### src/rtl/pio_irq_servicer.sv
// Avalon-MM initiator that services an edge-capturing input PIO: programs its irq
// mask, reads capture/data on interrupt, clears the capture and streams one event record.
module pio_irq_servicer #(
  parameter int unsigned DATA_W    = 8,
  parameter logic [31:0] INIT_MASK = 32'h0000_00FF,
  parameter int unsigned CNT_W     = 16
) (
  input  logic              clk,
  input  logic              reset,
  output logic [1:0]        avm_address,
  output logic              avm_chipselect,
  output logic              avm_write_n,
  output logic [31:0]       avm_writedata,
  input  logic [31:0]       avm_readdata,
  input  logic              pio_irq,
  input  logic              mask_wr,
  input  logic [DATA_W-1:0] mask_in,
  output logic              event_valid,
  input  logic              event_ready,
  output logic [DATA_W-1:0] event_edges,
  output logic [DATA_W-1:0] event_data,
  output logic [CNT_W-1:0]  event_count,
  output logic              busy
);

  typedef enum logic [3:0] {
    S_INIT,
    S_INIT_WR,
    S_IDLE,
    S_MASK_WR,
    S_RD_CAP,
    S_RD_DAT,
    S_LATCH,
    S_CLEAR,
    S_OUT
  } state_t;

  localparam logic [1:0] ADDR_DATA = 2'd0;
  localparam logic [1:0] ADDR_MASK = 2'd2;
  localparam logic [1:0] ADDR_CAP  = 2'd3;

  state_t              state_q, state_d;
  logic [1:0]          addr_q, addr_d;
  logic                cs_q, cs_d;
  logic                wr_n_q, wr_n_d;
  logic [31:0]         wdata_q, wdata_d;
  logic                valid_q, valid_d;
  logic [DATA_W-1:0]   edges_q, edges_d;
  logic [DATA_W-1:0]   data_q, data_d;
  logic [CNT_W-1:0]    count_q, count_d;
  logic                busy_q, busy_d;
  logic                pend_q, pend_d;
  logic [DATA_W-1:0]   mval_q, mval_d;
  logic                rd_unused;

  assign rd_unused = ^(avm_readdata >> DATA_W);

  always_comb begin
    state_d = state_q;
    edges_d = edges_q;
    data_d  = data_q;
    count_d = count_q;
    pend_d  = pend_q;
    mval_d  = mval_q;

    case (state_q)
      S_INIT:    state_d = S_INIT_WR;
      S_INIT_WR: state_d = S_IDLE;
      S_IDLE: begin
        if (pend_q) begin
          state_d = S_MASK_WR;
          pend_d  = 1'b0;
        end else if (pio_irq) begin
          state_d = S_RD_CAP;
        end
      end
      S_MASK_WR: state_d = S_IDLE;
      S_RD_CAP:  state_d = S_RD_DAT;
      S_RD_DAT: begin
        edges_d = avm_readdata[DATA_W-1:0];
        state_d = S_LATCH;
      end
      S_LATCH: begin
        data_d  = avm_readdata[DATA_W-1:0];
        state_d = (edges_q == '0) ? S_IDLE : S_CLEAR;
      end
      S_CLEAR: state_d = S_OUT;
      S_OUT: begin
        if (event_ready) begin
          count_d = count_q + CNT_W'(1);
          state_d = S_IDLE;
        end
      end
      default: state_d = S_INIT;
    endcase

    // A request arriving while the previous one is consumed stays pending.
    if (mask_wr) begin
      pend_d = 1'b1;
      mval_d = mask_in;
    end

    // Bus and stream outputs are registered for the state being entered, so they
    // line up with that state's cycle; readdata then arrives one state later.
    cs_d    = 1'b0;
    wr_n_d  = 1'b1;
    addr_d  = '0;
    wdata_d = '0;
    valid_d = 1'b0;
    case (state_d)
      S_INIT_WR: begin
        cs_d                 = 1'b1;
        wr_n_d               = 1'b0;
        addr_d               = ADDR_MASK;
        wdata_d[DATA_W-1:0]  = INIT_MASK[DATA_W-1:0];
      end
      S_MASK_WR: begin
        cs_d                 = 1'b1;
        wr_n_d               = 1'b0;
        addr_d               = ADDR_MASK;
        wdata_d[DATA_W-1:0]  = mval_q;
      end
      S_RD_CAP: begin
        cs_d   = 1'b1;
        addr_d = ADDR_CAP;
      end
      S_RD_DAT: begin
        cs_d   = 1'b1;
        addr_d = ADDR_DATA;
      end
      S_CLEAR: begin
        cs_d                 = 1'b1;
        wr_n_d               = 1'b0;
        addr_d               = ADDR_CAP;
        wdata_d[DATA_W-1:0]  = edges_q;
      end
      S_OUT:   valid_d = 1'b1;
      default: ;
    endcase
    busy_d = (state_d != S_IDLE);
  end

  always_ff @(posedge clk) begin
    if (reset) begin
      state_q <= S_INIT;
      addr_q  <= '0;
      cs_q    <= 1'b0;
      wr_n_q  <= 1'b1;
      wdata_q <= '0;
      valid_q <= 1'b0;
      edges_q <= '0;
      data_q  <= '0;
      count_q <= '0;
      busy_q  <= 1'b1;
      pend_q  <= 1'b0;
      mval_q  <= '0;
    end else begin
      state_q <= state_d;
      addr_q  <= addr_d;
      cs_q    <= cs_d;
      wr_n_q  <= wr_n_d;
      wdata_q <= wdata_d;
      valid_q <= valid_d;
      edges_q <= edges_d;
      data_q  <= data_d;
      count_q <= count_d;
      busy_q  <= busy_d;
      pend_q  <= pend_d;
      mval_q  <= mval_d;
    end
  end

  assign avm_address    = addr_q;
  assign avm_chipselect = cs_q;
  assign avm_write_n    = wr_n_q;
  assign avm_writedata  = wdata_q;
  assign event_valid    = valid_q;
  assign event_edges    = edges_q;
  assign event_data     = data_q;
  assign event_count    = count_q;
  assign busy           = busy_q;

endmodule

### config.mk
export PLATFORM = sky130hd
export DESIGN_NAME = pio_irq_servicer
export DESIGN_NICKNAME = d
export VERILOG_FILES = /design/src/rtl/pio_irq_servicer.sv
export SDC_FILE = /design/constraint.sdc
export NUM_CORES = 1
export LEC_CHECK = 0
export CORE_MARGIN = 4
export CORE_UTILIZATION = 35
export DETAILED_ROUTE_END_ITERATION = 12
export MAX_ROUTING_LAYER = met4
export PLACE_DENSITY = 0.69
export RECOVER_POWER = 100
export SLEW_MARGIN = 20
export SYNTH_ARGS = -nofsm -noshare
export SYNTH_HDL_FRONTEND = slang
export SYNTH_SLANG_ARGS = --single-unit
### constraint.sdc
create_clock -name clk -period 2 [get_ports clk]
set_input_delay 0.3 -clock clk [delete_from_list [all_inputs] [get_ports clk]]
set_output_delay 0.3 -clock clk [all_outputs]
set_load 0.005 [all_outputs]
# --- Word-level counts from Yosys, hierarchy flattened ---
# Index checks and enable logic that the tools add are counted.
totals:
  inputBits: 45
  word_cells: 50
  reg_bits: 83
  output_inout_bits: 70
op_classes:
  eq_ne: 15
  n_reduce_logical: 9
  add_sub_neg: 1
  muxes: 12
op_table:
  columns: ["op", "n"]
  rows:
  - ["$pmux 4 s8", 1]
  - ["$eq 4x3->1 const B", 7]
  - ["$pmux 8 s3", 1]
  - ["$add 16x1->16 const B", 1]
  - ["$eq 4x2->1 const B", 3]
  - ["$mux 4", 3]
  - ["$eq 4x1->1 const B", 2]
  - ["$eq 4x4->1 const B", 2]
  - ["$logic_not 8->1", 1]
  - ["$reduce_or 2->1", 3]
  - ["$mux 1", 5]
  - ["$reduce_or 5->1", 1]
  - ["$logic_not 4->1", 1]
  - ["$ne 4x2->1 const B", 1]
  - ["$pmux 2 s2", 1]
  - ["$mux 3", 1]
  - ["$reduce_or 3->1", 1]
  - ["$reduce_and 2->1", 1]
  - ["$reduce_bool 2->1", 1]

# --- Longest topological paths before layout ---
depth:
  depth_word: 6
  ltp_mapped: 6
  depth_no_buf: 5

# --- Worst setup path before layout ---
# OpenSTA, ideal clock, no wires.
synth_path:
  path_type: "reg-to-reg"
  startpoint: "register state_q[2]"
  endpoint: "register count_q[13], in the netlist event_count[13]"
  required_ns: 1.930
  setup_ns: 0.070
  n_path_buf: 1
  stages_incl_launch_ff: 6
  path_slack_ns: 0.245
  synth_period_minus_slack_ns: 1.755
  arrival_time_ns: 1.685
  path_cell_list: "dfxtp_1 buf_6 nor4b_4 nand3_4 or4_1 a21oi_1"
synth_between:
  elab_chain_len: 2
synth_rtl:
  columns: ["element", "line", "source"]
  rows:
  - ["from (decl)", "42", "state_t state_q, state_d;"]
  - ["from (signal assigned)", "158", "state_q <= state_d;"]
  - ["$eq 4x4->1", "66", "case (state_q)"]
  - ["$reduce_and 2->1 (no source line)", null, null]
  - ["to (signal assigned)", "166", "count_q <= count_d;"]
  - ["to (decl)", "50", "logic [CNT_W-1:0] count_q, count_d;"]
# No other way between the ends.
# A chain may end at the register's enable or synchronous reset.

# --- Final worst setup path ---
layout_path:
  startpoint: "register state_q[0]"
  endpoint: "register count_q[13], in the netlist event_count[13]"
# Same word-level chain as after synthesis.

==> run metrics <==
filler cell count 673; max layer used met4; clk_skew 0.005341 ns; register area 1181 µm²; metal2 WL 2.730 mm; drt pass-1 iters 4; Worst setup SP type flip-flop; maxcap violations 0; Via Count 2198; drt total wl 6.028 mm; worst-path cell chain nor4b_4 -> nand3_4 -> or4_1 -> a21oi_1; Lkg Pwr 1.378 nW; final setup fails 0; GPL Wtd Cong 0.7731; Root Buffer clkbuf_8; IO buf count 66; GRT Total Usage 0.1460; number of DRC markers in iteration 0 77; Netlist cell types 40; asr flop ratio synth 0; n_diodes 0; WP data arrival 2.05 ns; DRT met1 WL 2.815 mm; status complete, no violations; Die Wd 92.98 µm; CTS tree built; final hold vios 0; CP Capture Type flip-flop; Clock Power Share 0.404; first-pass GRT wire length 9.660 mm; total power 2.540 mW; Top FF cell, synth dfxtp_1; RSZ-0062 raised after global routing no; via density per instance 4.778; CTS resizes 0; Met3 Wirelength 395 µm; HPWL after DPL 4.374 mm; Max Clk Rate 560.9 MHz; number of buffers created by CTS 9; Syn-to-layout area delta 34.70%; CP bufs+invs 0; initial antenna violation count 0; Hold Crit Class reg -> reg; actual slew at the worst max-slew pin 0.7414 ns; Routed Antenna Nets 0; Worst slew margin 0.5058; Fin Setup TNS 0 ns; YS warnings 0; Final Max Slew Viols 0; area of the multi-input gates 1175 µm²; most frequent cells in the layout dfxtp_1, dlygate4sd3_1, a21oi_1, nand2_1, conb_1; maximum VDD drop 0.4597 mV; row cnt 30; Die Height 92.98 µm; Worst EP required 2.27 ns; Yosys reg bits 59; CTS max path bufs 2; R2R depth 4; Hold Worst Slack 0.4577 ns; Initial Util 0.3659; Mapped Cells 288; critical path class reg -> reg; final core occ 0.4929; final net count 407; clock latency on the worst-skew pair 0.34 ns; number of H-tree levels 3; clock edge transition at the registers on the reported setup and hold paths 0.06 ns; pin count of the biggest net entering global routing 41; setup repair bufs after CTS 0; hold path depth 2; vias in the first global route 1993; minimum clock period after layout 1.783 ns; sequential share of power 0.493; switch share 0.2330; layout cells sized above 1 0.08242; Post-synth EDFFs 0; pwr/cell area 746.0 nW/µm²; post-synthesis cell area 2527 µm²; die area 8644 µm²; global route overflow 0; CP max-delay cell or4_1; DRC 0; Seq/Total Area, Yosys 0.4673; routed len/inst 13.10 µm; Core Area 6907 µm²; CTS Sinks 59; Max FO, Critical Path 10; CP Depth 4; crit-path leading delay family simple AND/OR/NAND/NOR gates; CP max stage delay 0.53 ns; Comb power frac 0.102; internal power 1.948 mW; Psw 0.5919 mW; period utilization 0.8914; commonest non-fill, non-tap cell in the layout dfxtp_1; CTS Hold Buffers Added 0; Synth Area per Inst 8.776 µm²; # IOs 115
-- cell usage after synthesis, types with 2 or more instances --
| cell type | n | share of area |
|---|---|---|
| a211oi_1 | 2 | 0.0059 |
| a21oi_1 | 41 | 0.081 |
| a22oi_1 | 8 | 0.024 |
| and2_1 | 3 | 0.0074 |
| and3_1 | 4 | 0.0099 |
| buf_1 | 2 | 0.0030 |
| buf_2 | 2 | 0.0040 |
| buf_4 | 24 | 0.071 |
| clkbuf_1 | 11 | 0.016 |
| dfxtp_1 | 59 | 0.47 |
| inv_1 | 2 | 0.0030 |
| mux2i_1 | 8 | 0.032 |
| nand2_1 | 40 | 0.059 |
| nand2b_1 | 3 | 0.0074 |
| nand3_1 | 6 | 0.012 |
| nand4_1 | 6 | 0.015 |
| nor2_1 | 21 | 0.031 |
| nor3_1 | 2 | 0.0040 |
| nor4_1 | 2 | 0.0049 |
| o21ai_0 | 5 | 0.0099 |
| o31ai_1 | 4 | 0.012 |
| or2_2 | 2 | 0.0049 |
| or3_1 | 4 | 0.0099 |
| or4_1 | 5 | 0.015 |
| xor2_1 | 7 | 0.024 |
-- registers in the layout (all words and copies together) (netlist names), 2 cells and up --
register / cells
avm_address: 2
avm_writedata: 8
event_count: 16
event_data: 8
event_edges: 8
mval_q: 8
state_q: 4
-- area by class of cell --
type	count	area share
sequential	59	0.3469
multi-input combinational	210	0.3451
timing repair buffer	79	0.2172
clock buffer	11	0.04153
tap	96	0.03528
clock inverter	3	0.01176
inverter	2	0.002205
-- metal layers --
layer,up-vias,track usage
li1,1102,-
met1,1011,0.1879
met2,78,0.2106
met3,7,0.05229
met4,0,0.05495
met5,-,-
-- power by group through the flow --
stage	Sequential, mW	Clock, mW	Combinational [mW]
3_3_place_gp	1.28	0	0.270
5_1_grt	1.26	1.10	0.287
3_5_place_dp	1.28	0	0.273
2_1_floorplan	1.27	0	0.166
6_report	1.25	1.03	0.260
4_1_cts	1.26	1.06	0.275
-- logic make-up after synthesis --
kind of cell | after synthesis | share of synthesized area
AO/OA/AOI/OAI | 62 | 0.1396
other | 1 | 0.001484
XOR/XNOR | 7 | 0.02426
buffers and inverters | 42 | 0.1020
flip-flops | 59 | 0.4673
AND/OR/NAND/NOR | 108 | 0.2287
multiplexers | 8 | 0.03168
adder cells (fa/ha/maj) | 1 | 0.004950
-- worst reg2reg max path, stage by stage (launching register included) --
cell and delay, ns:
dfxtp_1 0.42, nor4b_4 0.46, nand3_4 0.16, or4_1 0.53
a21oi_1 0.16
-- final timing paths --
check                      from         endpoint  slack (ns)
setup / recovery     state_q[0]  event_count[13]        0.22
hold / removal    event_data[1]    event_data[1]        0.46
setup reg to reg     state_q[0]  event_count[13]        0.22
hold reg to reg   event_data[1]    event_data[1]        0.46
-- metrics by stage --
stage	cell area (µm²)	setup WS (ns)	std cells
floorplan	2614	0.2445	311
global placement	3237	0.01112	446
detailed placement	3237	0.01152	446
CTS	3418	0.1977	460
global route	3405	0.08272	460
finish	3405	0.2172	460
(Power assumes the default switching activity.)
